## config.mk

```make
export PLATFORM = sky130hd
export DESIGN_NAME = oam_dma_controller_flat
export DESIGN_NICKNAME = d
export VERILOG_FILES = /design/src/rtl/oam_dma_controller_pkg.sv /design/src/rtl/oam_dma_controller_if.sv /design/src/rtl/oam_dma_controller.sv /design/src/flat_wrapper.sv
export SDC_FILE = /design/constraint.sdc
export NUM_CORES = 1
export LEC_CHECK = 0
export ABC_AREA = 1
export BUFFER_PORTS_ARGS = -buffer_cell sky130_fd_sc_hd__clkbuf_2
export CORE_UTILIZATION = 46
export DETAILED_ROUTE_END_ITERATION = 10
export PLACE_DENSITY = 0.77
export SLEW_MARGIN = 10
export SYNTH_ARGS = -nofsm -noshare
export SYNTH_HDL_FRONTEND = slang
export SYNTH_SLANG_ARGS = --single-unit
```

## constraint.sdc

```tcl
create_clock -name clk -period 1.5 [get_ports clk]
set_input_delay 0.15 -clock clk [delete_from_list [all_inputs] [get_ports clk]]
set_output_delay 0.15 -clock clk [all_outputs]
set_load 0.1 [all_outputs]
```

## src/rtl/oam_dma_controller_pkg.sv

```systemverilog
// Shared PPU-side types and constants for the OAM DMA controller.
package oam_dma_controller_pkg;

    typedef enum logic [1:0] {MODE_0, MODE_1, MODE_2, MODE_3} ppu_mode_t;

    typedef enum logic [1:0] {DMA_IDLE, DMA_DELAY, DMA_XFER} dma_state_t;

    localparam logic [15:0] OAM_DMA_REG_ADDR = 16'hFF46;
    localparam int unsigned OAM_BYTES        = 160;
    localparam int unsigned CYCLES_PER_BYTE  = 4;
    localparam int unsigned START_DELAY      = 4;

    // Source pages E0..FF alias the echo region and are fetched from C0..DF.
    function automatic logic [7:0] dma_src_page(input logic [7:0] dma_reg);
        return (dma_reg >= 8'hE0) ? {dma_reg[7:6], 1'b0, dma_reg[4:0]} : dma_reg;
    endfunction

endpackage

```

## src/rtl/oam_dma_controller_if.sv

```systemverilog
// Register bus, source read port, OAM write port and MMU blocking signals of the OAM DMA.
interface oam_dma_controller_if;
    import oam_dma_controller_pkg::*;

    logic        reg_write_en;
    logic [15:0] reg_addr;
    logic [7:0]  reg_wdata;
    logic [7:0]  reg_rdata;
    ppu_mode_t   ppu_mode;
    logic        src_req;
    logic [15:0] src_addr;
    logic [7:0]  src_rdata;
    logic        cpu_oam_we;
    logic [7:0]  cpu_oam_addr;
    logic [7:0]  cpu_oam_wdata;
    logic        oam_we;
    logic [7:0]  oam_addr;
    logic [7:0]  oam_wdata;
    logic        dma_active;
    logic        cpu_oam_block;
    logic        cpu_bus_block;

    modport master (
        input  reg_write_en, reg_addr, reg_wdata, ppu_mode, src_rdata,
               cpu_oam_we, cpu_oam_addr, cpu_oam_wdata,
        output reg_rdata, src_req, src_addr, oam_we, oam_addr, oam_wdata,
               dma_active, cpu_oam_block, cpu_bus_block
    );

    modport slave (
        output reg_write_en, reg_addr, reg_wdata, ppu_mode, src_rdata,
               cpu_oam_we, cpu_oam_addr, cpu_oam_wdata,
        input  reg_rdata, src_req, src_addr, oam_we, oam_addr, oam_wdata,
               dma_active, cpu_oam_block, cpu_bus_block
    );

endinterface

```

## src/rtl/oam_dma_controller.sv

```systemverilog
// OAM DMA sequencer: FF46-triggered 160-byte copy into OAM, one byte per M-cycle, plus
// arbitration of the OAM write port and the CPU access-blocking signals for the MMU.
module oam_dma_controller (
    input logic                  clk,
    input logic                  reset,
    oam_dma_controller_if.master bus
);
    import oam_dma_controller_pkg::*;

    localparam int unsigned PHASE_W = $clog2(CYCLES_PER_BYTE);
    localparam int unsigned DELAY_W = $clog2(START_DELAY);

    localparam logic [7:0]         IDX_LAST   = 8'(OAM_BYTES - 1);
    localparam logic [PHASE_W-1:0] PH_REQ     = '0;
    localparam logic [PHASE_W-1:0] PH_LATCH   = PHASE_W'(1);
    localparam logic [PHASE_W-1:0] PH_WRITE   = PHASE_W'(2);
    localparam logic [PHASE_W-1:0] PH_LAST    = PHASE_W'(CYCLES_PER_BYTE - 1);
    localparam logic [DELAY_W-1:0] DELAY_LAST = DELAY_W'(START_DELAY - 1);

    dma_state_t         state_q;
    logic [7:0]         dma_reg_q;
    logic [7:0]         idx_q;
    logic [7:0]         data_q;
    logic [PHASE_W-1:0] phase_q;
    logic [DELAY_W-1:0] delay_q;
    logic               start;
    logic               xfer;

    assign start = bus.reg_write_en && (bus.reg_addr == OAM_DMA_REG_ADDR);
    assign xfer  = (state_q == DMA_XFER);

    always_ff @(posedge clk or posedge reset) begin
        if (reset) begin
            state_q   <= DMA_IDLE;
            dma_reg_q <= 8'hFF;
            idx_q     <= '0;
            data_q    <= '0;
            phase_q   <= '0;
            delay_q   <= '0;
        end else begin
            unique case (state_q)
                DMA_IDLE: ;
                DMA_DELAY: begin
                    if (delay_q == DELAY_LAST) begin
                        state_q <= DMA_XFER;
                        phase_q <= PH_REQ;
                    end else begin
                        delay_q <= delay_q + DELAY_W'(1);
                    end
                end
                DMA_XFER: begin
                    if (phase_q == PH_LATCH) begin
                        data_q <= bus.src_rdata;
                    end
                    if (phase_q == PH_LAST) begin
                        phase_q <= PH_REQ;
                        if (idx_q == IDX_LAST) begin
                            state_q <= DMA_IDLE;
                            idx_q   <= '0;
                        end else begin
                            idx_q <= idx_q + 8'd1;
                        end
                    end else begin
                        phase_q <= phase_q + PHASE_W'(1);
                    end
                end
                default: state_q <= DMA_IDLE;
            endcase
            // A new FF46 write overrides whatever the sequencer chose this cycle.
            if (start) begin
                state_q   <= DMA_DELAY;
                dma_reg_q <= bus.reg_wdata;
                idx_q     <= '0;
                phase_q   <= PH_REQ;
                delay_q   <= '0;
            end
        end
    end

    always_comb begin
        bus.reg_rdata     = (bus.reg_addr == OAM_DMA_REG_ADDR) ? dma_reg_q : 8'h00;
        bus.dma_active    = (state_q != DMA_IDLE);
        bus.cpu_bus_block = bus.dma_active;
        bus.cpu_oam_block = bus.dma_active || (bus.ppu_mode == MODE_2) ||
                            (bus.ppu_mode == MODE_3);
        bus.src_req       = xfer && (phase_q == PH_REQ);
        bus.src_addr      = bus.src_req ? {dma_src_page(dma_reg_q), idx_q} : 16'h0000;

        bus.oam_we    = 1'b0;
        bus.oam_addr  = 8'h00;
        bus.oam_wdata = 8'h00;
        if (xfer && (phase_q == PH_WRITE)) begin
            bus.oam_we    = 1'b1;
            bus.oam_addr  = idx_q;
            bus.oam_wdata = data_q;
        end else if (bus.cpu_oam_we && !bus.cpu_oam_block) begin
            bus.oam_we    = 1'b1;
            bus.oam_addr  = bus.cpu_oam_addr;
            bus.oam_wdata = bus.cpu_oam_wdata;
        end
    end

endmodule

```

## src/flat_wrapper.sv

```systemverilog
// flat-port wrapper written by rule: the top's interface ports become plain ports
module oam_dma_controller_flat import oam_dma_controller_pkg::*;
  (clk, reset, bus_reg_write_en, bus_reg_addr, bus_reg_wdata, bus_ppu_mode, bus_src_rdata, bus_cpu_oam_we, bus_cpu_oam_addr, bus_cpu_oam_wdata, bus_reg_rdata, bus_src_req, bus_src_addr, bus_oam_we, bus_oam_addr, bus_oam_wdata, bus_dma_active, bus_cpu_oam_block, bus_cpu_bus_block);
  oam_dma_controller_if bus_i ();
  input logic clk;
  input logic reset;
  input wire logic [$bits(bus_i.reg_write_en)-1:0] bus_reg_write_en;
  input wire logic [$bits(bus_i.reg_addr)-1:0] bus_reg_addr;
  input wire logic [$bits(bus_i.reg_wdata)-1:0] bus_reg_wdata;
  input wire logic [$bits(bus_i.ppu_mode)-1:0] bus_ppu_mode;
  input wire logic [$bits(bus_i.src_rdata)-1:0] bus_src_rdata;
  input wire logic [$bits(bus_i.cpu_oam_we)-1:0] bus_cpu_oam_we;
  input wire logic [$bits(bus_i.cpu_oam_addr)-1:0] bus_cpu_oam_addr;
  input wire logic [$bits(bus_i.cpu_oam_wdata)-1:0] bus_cpu_oam_wdata;
  output wire logic [$bits(bus_i.reg_rdata)-1:0] bus_reg_rdata;
  output wire logic [$bits(bus_i.src_req)-1:0] bus_src_req;
  output wire logic [$bits(bus_i.src_addr)-1:0] bus_src_addr;
  output wire logic [$bits(bus_i.oam_we)-1:0] bus_oam_we;
  output wire logic [$bits(bus_i.oam_addr)-1:0] bus_oam_addr;
  output wire logic [$bits(bus_i.oam_wdata)-1:0] bus_oam_wdata;
  output wire logic [$bits(bus_i.dma_active)-1:0] bus_dma_active;
  output wire logic [$bits(bus_i.cpu_oam_block)-1:0] bus_cpu_oam_block;
  output wire logic [$bits(bus_i.cpu_bus_block)-1:0] bus_cpu_bus_block;
  assign bus_i.reg_write_en = bus_reg_write_en;
  assign bus_i.reg_addr = bus_reg_addr;
  assign bus_i.reg_wdata = bus_reg_wdata;
  assign bus_i.ppu_mode = bus_ppu_mode;
  assign bus_i.src_rdata = bus_src_rdata;
  assign bus_i.cpu_oam_we = bus_cpu_oam_we;
  assign bus_i.cpu_oam_addr = bus_cpu_oam_addr;
  assign bus_i.cpu_oam_wdata = bus_cpu_oam_wdata;
  assign bus_reg_rdata = bus_i.reg_rdata;
  assign bus_src_req = bus_i.src_req;
  assign bus_src_addr = bus_i.src_addr;
  assign bus_oam_we = bus_i.oam_we;
  assign bus_oam_addr = bus_i.oam_addr;
  assign bus_oam_wdata = bus_i.oam_wdata;
  assign bus_dma_active = bus_i.dma_active;
  assign bus_cpu_oam_block = bus_i.cpu_oam_block;
  assign bus_cpu_bus_block = bus_i.cpu_bus_block;
  oam_dma_controller u_core (.clk(clk), .reset(reset), .bus(bus_i));
endmodule
```

==> impl_results.md, run 1 <==
- Synthesized Nets: 352
- Status: aborted with a tool error
- Post-DP HPWL: 5810 um
- CTS resizes: 79
- PortBufs: 97
- Post-placement worst setup slack: -0.121 ns
- Post CTS Setup Buffer Count: 11
- Row cnt: 23
- Placer Congestion: 0.892
- Avg Inst Size Synth: 7.08 sq um
- Synthesized flop and latch total: 30
- Chip height: 68.7 um
- Number of sinks on the clock net: 30
- Count of unique library cells instantiated by Yosys: 30
- Effective utilization at floorplan: 49.4%
- TritonCTS buffer count: 5
- Number of warnings printed during yosys synthesis: 0
- Clock root cell: sky130_fd_sc_hd__clkbuf_8
- Cells after synthesis: 289
- Width of the die: 68.7 um
- Hold bufs inserted after CTS: 1
- I/O pin cnt: 99
- Max Root-Sink Buffers: 2
- First error: [ERROR DPL-0038] Utilization greater than 100%, impossible to legalize
- Combined area of all synthesized cells: 2050 sq um
- Stage where the run ended: 4_1_cts
- Fraction of the yosys area taken by sequential cells: 37.2%
- H-tree lvl count: 2
logic make-up after synthesis:
| kind of cell | Yosys count | share of synthesized area, % |
|---|---|---|
| simple gates | 152 | 32.3 |
| buf+inv | 56 | 11.9 |
| compound gates | 36 | 9.96 |
| flops | 30 | 37.2 |
| fa+ha+maj | 9 | 5.50 |
| mux | 5 | 2.75 |
| xor+xnor | 1 | 0.428 |
through the flow:
step	utilization, %	area [sq um]	TNS (ns)	cells
after floorplan	-	2550	-8.83	289
after global placement	91.9	3810	-0.684	443
after detailed placement	91.9	3810	-2.41	443
synth_stat cells:
cell type / count / area, sq um
sky130_fd_sc_hd__dfrtp_1: 22 / 551
sky130_fd_sc_hd__nand3_1: 25 / 125
sky130_fd_sc_hd__xor2_1: 1 / 8.76
sky130_fd_sc_hd__ha_1: 9 / 113
sky130_fd_sc_hd__buf_6: 2 / 22.5
sky130_fd_sc_hd__nor2_2: 1 / 6.26
sky130_fd_sc_hd__nand2_1: 54 / 203
sky130_fd_sc_hd__nand2_2: 5 / 31.3
sky130_fd_sc_hd__o21ai_1: 1 / 5.00
sky130_fd_sc_hd__buf_4: 4 / 30.0
sky130_fd_sc_hd__o21ai_2: 1 / 8.76
sky130_fd_sc_hd__nor3_1: 2 / 10.0
sky130_fd_sc_hd__a211oi_1: 1 / 7.51
sky130_fd_sc_hd__nor2_1: 54 / 203
sky130_fd_sc_hd__nand4_1: 6 / 37.5
sky130_fd_sc_hd__mux2_2: 5 / 56.3
sky130_fd_sc_hd__buf_2: 3 / 15.0
sky130_fd_sc_hd__inv_2: 1 / 3.75
sky130_fd_sc_hd__nand3_2: 2 / 20.0
sky130_fd_sc_hd__dfstp_2: 8 / 210
sky130_fd_sc_hd__clkbuf_1: 1 / 3.75
sky130_fd_sc_hd__o21ai_0: 10 / 50.1
sky130_fd_sc_hd__a21oi_1: 11 / 55.1
sky130_fd_sc_hd__nand3b_1: 1 / 7.51
sky130_fd_sc_hd__o22ai_1: 11 / 68.8
sky130_fd_sc_hd__and3_1: 1 / 6.26
sky130_fd_sc_hd__nor2_4: 1 / 11.3
sky130_fd_sc_hd__inv_1: 44 / 165
sky130_fd_sc_hd__a21oi_2: 1 / 8.76
sky130_fd_sc_hd__clkinv_1: 1 / 3.75
==> run 2, diff against run 1 <==
--- a/config.mk
+++ b/config.mk
@@ -7,9 +7,9 @@
 export LEC_CHECK = 0
 export ABC_AREA = 1
 export BUFFER_PORTS_ARGS = -buffer_cell sky130_fd_sc_hd__clkbuf_2
-export CORE_UTILIZATION = 46
+export CORE_UTILIZATION = 35
 export DETAILED_ROUTE_END_ITERATION = 10
-export PLACE_DENSITY = 0.77
+export PLACE_DENSITY_LB_ADDON = 0.15
 export SLEW_MARGIN = 10
 export SYNTH_ARGS = -nofsm -noshare
 export SYNTH_HDL_FRONTEND = slang
==> impl_results.md, run 2 <==
- Status: finished with violations
- Failing checks: setup timing
- Number of enable flip-flop cells after synthesis: 0 (unchanged)
- Final Total Pwr: 8.14 mW
- Combinational Power Share: 77.1%
- Largest net degree at the start of global routing: 32
- Clock-pin slew on the worst setup and hold paths: 0.06 ns
- Grt met3 use: 3.72%
- Skew final: 0.00220 ns
- Number of warnings printed during yosys synthesis: 0 (unchanged)
- CTS tree: done
- Global-route total usage across every layer: 23.3%
- Fin Hold WS: 0.0776 ns
- Combined area of all synthesized cells: 2050 sq um (unchanged)
- CP endpoint kind: output port
- Tightest Pin Transition: 0.399 ns
- P_int: 3.83 mW
- Count of final hold-check violations: 0
- Routed wire length: 7040 um
- Biggest fanout along the worst timing path: 8
- Ranking of synthesized cells by instance count: sky130_fd_sc_hd__nand2_1 (54), sky130_fd_sc_hd__nor2_1 (54), sky130_fd_sc_hd__inv_1 (44), sky130_fd_sc_hd__nand3_1 (25), sky130_fd_sc_hd__dfrtp_1 (22)
- 1st-pass router iterations: 4
- Width of the die: 78.5 um (+14%)
- Initial antenna violation count: 0
- M1 GR Usage: 26.6%
- Cells after synthesis: 289 (unchanged)
- Relative contribution of sequential cells to total power: 14.6%
- Layout cell share with drive strength beyond 1: 58.7%
- Post-DP HPWL: 4760 um (-18%)
- Period utilisation layout: 120%
- I/O pin cnt: 99 (unchanged)
- Area taken by flip-flops and latches: 761 sq um
- Arrival time of data at the critical path endpoint: 1.64 ns
- Total core area: 5570 sq um
- Fillcell total: 332
- TritonCTS buffer count: 5 (unchanged)
- Maximum resistive drop on vdd: 1.68 mV
- Aggregate global routing overflow: 0
- Final worst-path setup slack: -0.294 ns
- Post-synth top area cell: sky130_fd_sc_hd__dfrtp_1
- Most heavily used metal layer in global routing: met2
- FFs w/ async S/R, synth: 100% (unchanged)
- Net switching fraction of the power: 53.0%
- Placer Congestion: 0.793 (-11%)
- Via count: 2484
- Fmax: 557 MHz
- Critical Setup Path Class: reg2out
- Relative slew margins: 73.4%
- Clock root cell: sky130_fd_sc_hd__clkbuf_8
- Count of unique library cells instantiated by Yosys: 30 (unchanged)
- Post-layout nets: 486
- P&R area growth vs syn: 116%
- Diode count: 0
- Leading cell type in the layout, fill and taps excluded: sky130_fd_sc_hd__buf_12
- Post-DRT Antenna Nets: 0
- Chip height: 78.5 um (+14%)
- Number of sinks on the clock net: 30 (unchanged)
- Kind of launch point of the worst setup path: register
- Clock group share of total power: 8.3%
- Number of standard cells in the final layout excluding fillers: 496
- Ranking of synthesized cells by area: sky130_fd_sc_hd__dfrtp_1 (27%), sky130_fd_sc_hd__dfstp_2 (10%), sky130_fd_sc_hd__nand2_1 (9.9%), sky130_fd_sc_hd__nor2_1 (9.9%), sky130_fd_sc_hd__inv_1 (8.1%)
- Share of the synthesized area in the top cell type: 26.9% (unchanged)
- Power density of the placed cells: 1840 nW/um^2
- Effective utilization at floorplan: 36.7% (-13 points)
- Synthesized flop and latch total: 30 (unchanged)
- RSZ-0062 raised after global routing: true
- Net switching power: 4.31 mW
- Total area of multi-input combinational cells: 1720 sq um
- Finish-stage setup viols: 37
- Number of global-route vias before repair: 2426
- Worst min path class: in2reg
- Fraction of the yosys area taken by sequential cells: 37.2% (unchanged)
- Post-placement cell count: 472 (+6.5%)
- Commonest cells after routing, fill and taps aside: sky130_fd_sc_hd__buf_12 (54), sky130_fd_sc_hd__clkbuf_2 (52), sky130_fd_sc_hd__inv_1 (37)
- Max Root-Sink Buffers: 2 (unchanged)
- Shortest clock period the worst path allows after layout: 1.79 ns
- Met2 track utilization from global routing: 44.5%
- Max-cap violations: 0
- Residual DRC: 0
- Static leakage power: 2.02 nW
- Avg Inst Size Synth: 7.08 sq um (unchanged)
- Row cnt: 27 (+17%)
- Post-placement worst setup slack: -0.120 ns (+0.00176 ns)
- Via density: 5.01
- PortBufs: 97 (unchanged)
- Average wire length per cell after detail routing: 14.2 um
- Number of DRC markers in iteration 0: 136
- Die ar.: 6160 sq um
- H-tree lvl count: 2 (unchanged)
- Most used flip-flop cell after synthesis: sky130_fd_sc_hd__dfrtp_1
- Final Slew Violations: 0
- Worst-skew pair later-pin latency: 0.28 ns
- Synthesized Nets: 352 (unchanged)
- Global-route wire length before repair: 11200 um
- Leading registers by flop count: u_core.data_q (8), u_core.dma_reg_q (8), u_core.idx_q (8)
- CP Data Required Time: 1.35 ns
## run 2: cell counts after synthesis
No cell type changed its count.
## run 2: per-stage QoR
step           area, sq um  setup TNS, ns  utilization [%]
2_1_floorplan         2550          -8.83                -
3_3_place_gp          3930         -0.249             70.5
3_5_place_dp          3930          -1.79             70.5
4_1_cts               4290          -9.25             77.0
5_1_grt               4410         -11.34             79.2
6_report              4410          -9.05             79.2
## run 2: routing by layer
metal  up-vias  routed length (um)
met5         -                   0
met2        92                3900
li1       1196                   -
met4         0                 108
met3        12                 350
met1      1184                2680
## run 2: logic make-up after synthesis
kind of cell,Yosys count,synth area share (%)
mux,5,2.75
buf+inv,56,11.9
fa+ha+maj,9,5.50
compound gates,36,9.96
simple gates,152,32.3
xor+xnor,1,0.428
flops,30,37.2
## run 2: cell type report
class | count | area share, %
inverters | 46 | 4.11
repair buffers | 134 | 35.5
multi-input cells | 206 | 39.0
flip-flops and latches | 30 | 17.2
well taps | 72 | 2.04
clock inverters | 1 | 0.113
clock buffers | 7 | 1.96
## run 2: repair_timing
action / in CTS / in global routing
hold endpoints to repair: 22 / 0
hold buffers: 1 / 0
gates resized for setup: 33 / 22
cloned: 3 / 0
setup buffers: 7 / 5
endpoints found under the setup margin: 39 / 55
pin swaps: 15 / 13
## run 2: power by group through the flow
stage | combinational (mW) | clock [mW] | sequential, mW
finish | 6.27 | 0.676 | 1.19
global route | 6.54 | 0.720 | 1.22
CTS | 6.05 | 0.682 | 1.17
detailed placement | 5.43 | 0 | 1.18
global placement | 5.35 | 0 | 1.17
floorplan | 3.58 | 0 | 1.15
## run 2: worst paths after layout
path	depth (start not counted)	startpoint	endpoint	slack, ns
worst max register to register	9	u_core.state_q[1]$_DFFE_PP0P_	u_core.state_q[0]$_DFFE_PP0P_	-0.01
min in group asynchronous	4	reset	u_core.state_q[1]$_DFFE_PP0P_	0.47
worst min-delay path	3	bus_reg_wdata[5]	u_core.dma_reg_q[5]$_DFFE_PP1P_	0.08
worst min register to register	1	u_core.data_q[4]$_DFFE_PP0P_	u_core.data_q[4]$_DFFE_PP0P_	0.52
worst max-delay path	6	u_core.state_q[1]$_DFFE_PP0P_	bus_src_addr[7]	-0.29
max in group asynchronous	4	reset	u_core.dma_reg_q[2]$_DFFE_PP1P_	0.69
## run 2: critical path: stages (launching register included)
cell and delay [ns]:
sky130_fd_sc_hd__dfrtp_1 0.43, sky130_fd_sc_hd__ha_4 0.25, sky130_fd_sc_hd__buf_12 0.14, sky130_fd_sc_hd__nand2_8 0.07, sky130_fd_sc_hd__buf_12 0.16, sky130_fd_sc_hd__nor2_4 0.12
sky130_fd_sc_hd__buf_12 0.18
Power figures use the tool's default switching activity.
==> run 3, diff against run 2 <==
--- a/config.mk
+++ b/config.mk
@@ -7,7 +7,7 @@
 export LEC_CHECK = 0
 export ABC_AREA = 1
 export BUFFER_PORTS_ARGS = -buffer_cell sky130_fd_sc_hd__clkbuf_2
-export CORE_UTILIZATION = 35
+export CORE_UTILIZATION = 36
 export DETAILED_ROUTE_END_ITERATION = 10
 export PLACE_DENSITY_LB_ADDON = 0.15
 export SLEW_MARGIN = 10
==> impl_results.md, run 3 (same netlist as run 2, synthesis figures left out) <==
- Status: finished with violations
- Failing checks: setup timing
- Number of sinks on the clock net: 30 (unchanged)
- Width of the die: 77.4 um (-1.4%)
- Worst min path class: in2reg
- Global-route wire length before repair: 11200 um (+0.68%)
- Chip height: 77.4 um (-1.4%)
- CP dominant cell by count: sky130_fd_sc_hd__buf_12
- Arrival time of data at the critical path endpoint: 1.68 ns (+0.04 ns)
- Family of cells with the greatest summed delay on the critical path: buffers and inverters
- Final Total Pwr: 8.34 mW (+2.5%)
- Die ar.: 5990 sq um (-2.7%)
- Clock root cell: sky130_fd_sc_hd__clkbuf_8
- Leading cell type in the layout, fill and taps excluded: sky130_fd_sc_hd__clkbuf_2
- Slowest cell on the critical path: sky130_fd_sc_hd__dfrtp_1
- Leading registers by flop count: u_core.data_q (8), u_core.dma_reg_q (8), u_core.idx_q (8)
- Fmax: 547 MHz (-1.9%)
- Worst-skew pair later-pin latency: 0.28 ns (about the same)
- Maximum resistive drop on vdd: 1.48 mV (-12%)
- Relative slew margins: 74.1% (+0.71 points)
- Via count: 2446 (-1.5%)
- Post-DP HPWL: 4890 um (+2.9%)
- TritonCTS buffer count: 5 (unchanged)
- Count of final hold-check violations: 0 (unchanged)
- Power density of the placed cells: 1850 nW/um^2 (+0.31%)
- Routed wire length: 7570 um (+7.5%)
- Total core area: 5510 sq um (-1.2%)
- Tightest Pin Transition: 0.389 ns (-0.0107 ns)
- Cell area after layout: 4510 sq um (+2.2%)
- CP Data Required Time: 1.35 ns (about the same)
- Critical Setup Path Class: reg2out
- Number of DRC markers in iteration 0: 120 (-12%)
- Clock-pin slew on the worst setup and hold paths: 0.07 ns (about the same)
- Diode count: 0 (unchanged)
- Shortest clock period the worst path allows after layout: 1.83 ns (+0.0351 ns)
- Fin Hold WS: 0.0818 ns (+0.00417 ns)
- Finish-stage setup viols: 54 (+46%)
- Max Root-Sink Buffers: 2 (unchanged)
- Layout cell share with drive strength beyond 1: 59.1% (+0.42 points)
- Aggregate global routing overflow: 0 (unchanged)
- Final Slew Violations: 0 (unchanged)
- Post-placement cell count: 470 (-0.42%)
- Number of global-route vias before repair: 2481 (+2.3%)
- Residual DRC: 0 (unchanged)
- Final worst-path setup slack: -0.329 ns (-0.0351 ns)
- Largest net degree at the start of global routing: 31 (-3.1%)
- Commonest cells after routing, fill and taps aside: sky130_fd_sc_hd__clkbuf_2 (52), sky130_fd_sc_hd__buf_12 (51), sky130_fd_sc_hd__nand2_1 (44)
- Buffers plus inverters on the worst setup path: 3 (unchanged)
- Biggest fanout along the worst timing path: 5 (-3)
- I/O pin cnt: 99 (unchanged)
- PortBufs: 97 (unchanged)
- P&R area growth vs syn: 120%
- Row cnt: 27 (unchanged)
- Effective utilization at floorplan: 37.2% (+0.45 points)
- 1st-pass router iterations: 4 (unchanged)
- Post-DRT Antenna Nets: 0 (unchanged)
- Placer Congestion: 0.836 (+5.4%)
- Util after Layout: 81.9% (+2.7 points)
- Via density: 4.96 (-0.93%)
- Period utilisation layout: 122% (+2.3 points)
- Post-layout nets: 483 (-0.62%)
- Global-route total usage across every layer: 23.6% (+0.31 points)
- RSZ-0062 raised after global routing: true
- Max-cap violations: 0 (unchanged)
- Skew final: 0.00802 ns (+0.00582 ns)
- Chain of cells forming the critical path: inv_2 -> ha_4 -> nand3_4 -> buf_12 -> o22ai_4 -> buf_12
- Delay of the slowest cell on the worst path: 0.43 ns (about the same)
- CP endpoint kind: output port
- Average wire length per cell after detail routing: 15.3 um (+8.2%)
- Initial antenna violation count: 0 (unchanged)
- Static leakage power: 2.05 nW (+1.3%)
- CTS tree: done
- Placed Instance Area: 3900 sq um (-0.70%)
- Number of standard cells in the final layout excluding fillers: 493 (-0.60%)
- Kind of launch point of the worst setup path: register
- H-tree lvl count: 2 (unchanged)
## run 3: changes by cell type in the layout (fill, tap and decap cells not counted), moves of 4 or more
cell                      before  now
sky130_fd_sc_hd__nand3_2       4    8
sky130_fd_sc_hd__nor2_4       25   30
sky130_fd_sc_hd__nand2_2      18    7
sky130_fd_sc_hd__buf_4        23   18
sky130_fd_sc_hd__nand3_1      22   14
sky130_fd_sc_hd__o21ai_0       5    1
sky130_fd_sc_hd__buf_8         0    4
sky130_fd_sc_hd__nand2_1      34   44
sky130_fd_sc_hd__nand3_4       1    5
## run 3: final cells by class
cell class              count  area (sq um)
fillers                   311           996
clock inverters             1          5.00
multi-input cells         205          1810
inverters                  46           189
clock buffers               7          86.3
well taps                  72          90.1
flip-flops and latches     30           761
repair buffers            132          1570
## run 3: through the flow
step                      TNS, ns  worst slack (ns)
after floorplan             -8.83            -0.374
after global placement     -0.130           -0.0146
after detailed placement   -0.589           -0.0629
after CTS                  -11.92            -0.329
after global routing       -16.68            -0.388
final                      -13.15            -0.329
## run 3: what timing repair did
action / CTS / global route
buffers inserted: 6 / 6
endpoints found under the hold margin: 22 / 0
resized for setup: 44 / 45
hold buffers: 1 / 0
pin swaps: 7 / 11
setup endpoints to repair: 42 / 67
gates cloned: 2 / 1
## run 3: report_power, final
| part | switching [mW] | internal [mW] | total, mW |
|---|---|---|---|
| Sequential | 0.223 | 1.02 | 1.24 |
| Combinational | 3.98 | 2.45 | 6.43 |
| Clock | 0.306 | 0.370 | 0.676 |
| Total | 4.51 | 3.84 | 8.34 |
## run 3: path summary, 6_finish.rpt
| kind | from | to | slack, ns | cells past startpoint |
|---|---|---|---|---|
| max in group asynchronous | reset | u_core.dma_reg_q[4]$_DFFE_PP1P_ | 0.71 | 4 |
| min | bus_reg_wdata[2] | u_core.dma_reg_q[2]$_DFFE_PP1P_ | 0.08 | 3 |
| min reg2reg | u_core.delay_q[1]$_DFFE_PP0P_ | u_core.delay_q[1]$_DFFE_PP0P_ | 0.53 | 2 |
| max reg2reg | u_core.state_q[1]$_DFFE_PP0P_ | u_core.data_q[5]$_DFFE_PP0P_ | -0.23 | 7 |
| min in group asynchronous | reset | u_core.state_q[0]$_DFFE_PP0P_ | 0.46 | 4 |
| max | u_core.state_q[1]$_DFFE_PP0P_ | bus_oam_addr[1] | -0.33 | 6 |
## run 3: worst min-delay path: cells and delay by family
family / cells / cell delay [ns]
simple gates: 1 / 0.09
buf+inv: 1 / 0.08
compound gates: 1 / 0.04
## run 3: metal layers
layer  vias to the layer above  routed length [um]  track usage [%]
li1                       1187                   -                -
met1                      1172                3010             27.1
met2                        74                4190             44.0
met3                        13                 254             5.06
met4                         0                 111             6.04
met5                         -                   0                0
==> run 4, diff against run 3 <==
--- a/config.mk
+++ b/config.mk
@@ -6,7 +6,7 @@
 export NUM_CORES = 1
 export LEC_CHECK = 0
 export ABC_AREA = 1
-export BUFFER_PORTS_ARGS = -buffer_cell sky130_fd_sc_hd__clkbuf_2
+export BUFFER_PORTS_ARGS = -buffer_cell sky130_fd_sc_hd__buf_4
 export CORE_UTILIZATION = 36
 export DETAILED_ROUTE_END_ITERATION = 10
 export PLACE_DENSITY_LB_ADDON = 0.15
==> impl_results.md, run 4 (same netlist as run 2, synthesis figures left out) <==
- M1 GR Usage: 26.0% (-1.1 points)
- Tightest Pin Transition: 0.391 ns (+0.00276 ns)
- Final worst-path setup slack: -0.332 ns (-0.00237 ns)
- Failing checks: setup timing
- Global-route total usage across every layer: 22.6% (-0.98 points)
- CP Data Required Time: 1.35 ns (about the same)
- Largest net degree at the start of global routing: 31 (unchanged)
- Most heavily used metal layer in global routing: met2
- Initial antenna violation count: 0 (unchanged)
- Count of final hold-check violations: 0 (unchanged)
- Total area of multi-input combinational cells: 1700 sq um (-6.2%)
- Die ar.: 5990 sq um (unchanged)
- Combinational Power Share: 75.2% (-1.9 points)
- Finish-stage setup viols: 53 (-1.9%)
- Number of global-route vias before repair: 2340 (-5.7%)
- Post-layout nets: 484 (+0.21%)
- I/O pin cnt: 99 (unchanged)
- Worst-skew pair later-pin latency: 0.29 ns (about the same)
- Status: finished with violations
- Post-DP HPWL: 4410 um (-10%)
- Met2 track utilization from global routing: 43.4% (-0.62 points)
- Global-route wire length before repair: 10700 um (-4.5%)
- CTS tree: done
- H-tree lvl count: 2 (unchanged)
- Chip height: 77.4 um (unchanged)
- Routed wire length: 7070 um (-6.6%)
- Via count: 2393 (-2.2%)
- Fillcell total: 336 (+8.0%)
- Kind of launch point of the worst setup path: register
- 1st-pass router iterations: 6 (+2)
- PortBufs: 97 (unchanged)
- Skew final: 0.00737 ns (-0.000656 ns)
- Shortest clock period the worst path allows after layout: 1.83 ns (+0.00237 ns)
- Number of DRC markers in iteration 0: 149 (+24%)
- Average wire length per cell after detail routing: 14.3 um (-6.8%)
- Post-placement cell count: 472 (+0.43%)
- Final Slew Violations: 0 (unchanged)
- Net switching power: 4.24 mW (-5.8%)
- Period utilisation layout: 122% (+0.16 points)
- P&R area growth vs syn: 117%
- Row cnt: 27 (unchanged)
- Placer Congestion: 0.786 (-6.0%)
- Aggregate global routing overflow: 0 (unchanged)
- Fmax: 546 MHz (-0.13%)
- Grt met3 use: 3.29% (-1.8 points)
- Arrival time of data at the critical path endpoint: 1.68 ns (about the same)
- Clock group share of total power: 10.1% (+2.0 points)
- Residual DRC: 0 (unchanged)
- Layout cell share with drive strength beyond 1: 57.1% (-2.0 points)
- P_int: 3.82 mW (-0.49%)
- Number of standard cells in the final layout excluding fillers: 494 (+0.20%)
- Max Root-Sink Buffers: 2 (unchanged)
- Via density: 4.84 (-2.4%)
- TritonCTS buffer count: 5 (unchanged)
- Critical Setup Path Class: reg2out
- Net switching fraction of the power: 52.6% (-1.4 points)
- Leading cell type in the layout, fill and taps excluded: sky130_fd_sc_hd__buf_4
- Worst min path class: in2reg
- CP endpoint kind: output port
- Clock root cell: sky130_fd_sc_hd__clkbuf_8
- Total core area: 5510 sq um (unchanged)
- Width of the die: 77.4 um (unchanged)
- Effective utilization at floorplan: 37.2% (unchanged)
- Commonest cells after routing, fill and taps aside: sky130_fd_sc_hd__buf_4 (80), sky130_fd_sc_hd__nand2_1 (46), sky130_fd_sc_hd__buf_12 (46)
- RSZ-0062 raised after global routing: true
- Relative slew margins: 73.9% (-0.18 points)
- Maximum resistive drop on vdd: 1.03 mV (-31%)
- Post-DRT Antenna Nets: 0 (unchanged)
- Diode count: 0 (unchanged)
- Relative contribution of sequential cells to total power: 14.7% (about the same)
- Max-cap violations: 0 (unchanged)
- Biggest fanout along the worst timing path: 6 (+1)
- Clock-pin slew on the worst setup and hold paths: 0.07 ns (about the same)
- Number of sinks on the clock net: 30 (unchanged)
- Power density of the placed cells: 1810 nW/um^2 (-2.1%)
- Leading registers by flop count: u_core.data_q (8), u_core.dma_reg_q (8), u_core.idx_q (8)
- Post-placement worst setup slack: -0.137 ns (-0.0744 ns)
- Area taken by flip-flops and latches: 761 sq um (unchanged)
- Static leakage power: 2.05 nW (+0.20%)
-- run 4: changes by cell type in the layout (fill, tap and decap cells not counted), moves of 4 or more --
cell | before | now
sky130_fd_sc_hd__buf_4 | 18 | 80
sky130_fd_sc_hd__clkbuf_2 | 52 | 0
sky130_fd_sc_hd__nand3_1 | 14 | 20
sky130_fd_sc_hd__buf_12 | 51 | 46
sky130_fd_sc_hd__buf_8 | 4 | 0
sky130_fd_sc_hd__nand3_4 | 5 | 1
-- run 4: area by class of cell --
class | instances | area share, %
Clock buffer | 5 | 1.55
Timing Repair Buffer | 134 | 36.2
Multi-Input combinational cell | 204 | 38.2
Inverter | 46 | 4.08
Sequential cell | 30 | 17.1
Clock inverter | 3 | 0.900
Tap cell | 72 | 2.02
-- run 4: what timing repair did --
item,4_1_cts,5_1_grt
endpoints found under the setup margin,42,62
resized for setup,124,49
gates cloned,1,0
setup buffers,1,12
pin swaps,5,12
hold buffers,1,0
endpoints found under the hold margin,22,0
-- run 4: path summary, 6_finish.rpt --
check | to | cells past startpoint | slack [ns] | startpoint
min reg2reg | u_core.data_q[3]$_DFFE_PP0P_ | 1 | 0.52 | u_core.data_q[3]$_DFFE_PP0P_
max reg2reg | u_core.idx_q[4]$_DFFE_PP0P_ | 10 | -0.30 | u_core.state_q[0]$_DFFE_PP0P_
max in group asynchronous | u_core.dma_reg_q[0]$_DFFE_PP1P_ | 4 | 0.67 | reset
max | bus_src_addr[2] | 7 | -0.33 | u_core.state_q[0]$_DFFE_PP0P_
min in group asynchronous | u_core.idx_q[0]$_DFFE_PP0P_ | 4 | 0.49 | reset
min | u_core.data_q[6]$_DFFE_PP0P_ | 2 | 0.09 | bus_src_rdata[6]
-- run 4: metrics by stage --
stage	instance area [sq um]	setup TNS (ns)	util [%]	hold slack [ns]	power, mW
global route	4450	-15.19	80.8	0.0999	8.41
floorplan	2550	-8.83	-	0.235	4.73
finish	4450	-11.96	80.8	0.0906	8.06
global placement	3490	-2.49	63.5	0.257	5.68
CTS	4150	-10.01	75.4	0.0922	7.58
detailed placement	3490	-3.33	63.5	0.263	5.74
-- run 4: layer usage --
metal  wire [um]  vias to the layer above
li1            -                     1188
met1        2810                     1132
met2        3920                       62
met3         240                       11
met4          96                        0
met5           0                        -
-- run 4: power by group through the flow --
stage	clock network (mW)	registers (mW)	logic, mW
floorplan	0	1.15	3.58
global placement	0	1.17	4.52
detailed placement	0	1.18	4.57
CTS	0.823	1.17	5.59
global route	0.858	1.21	6.33
finish	0.811	1.19	6.07
-- run 4: critical path, stage by stage (launching register included) --
cell	delay, ns
sky130_fd_sc_hd__dfrtp_1	0.40
sky130_fd_sc_hd__inv_2	0.08
sky130_fd_sc_hd__ha_4	0.22
sky130_fd_sc_hd__buf_6	0.15
sky130_fd_sc_hd__nand2_8	0.08
sky130_fd_sc_hd__buf_12	0.16
sky130_fd_sc_hd__nor2_4	0.12
sky130_fd_sc_hd__buf_12	0.18
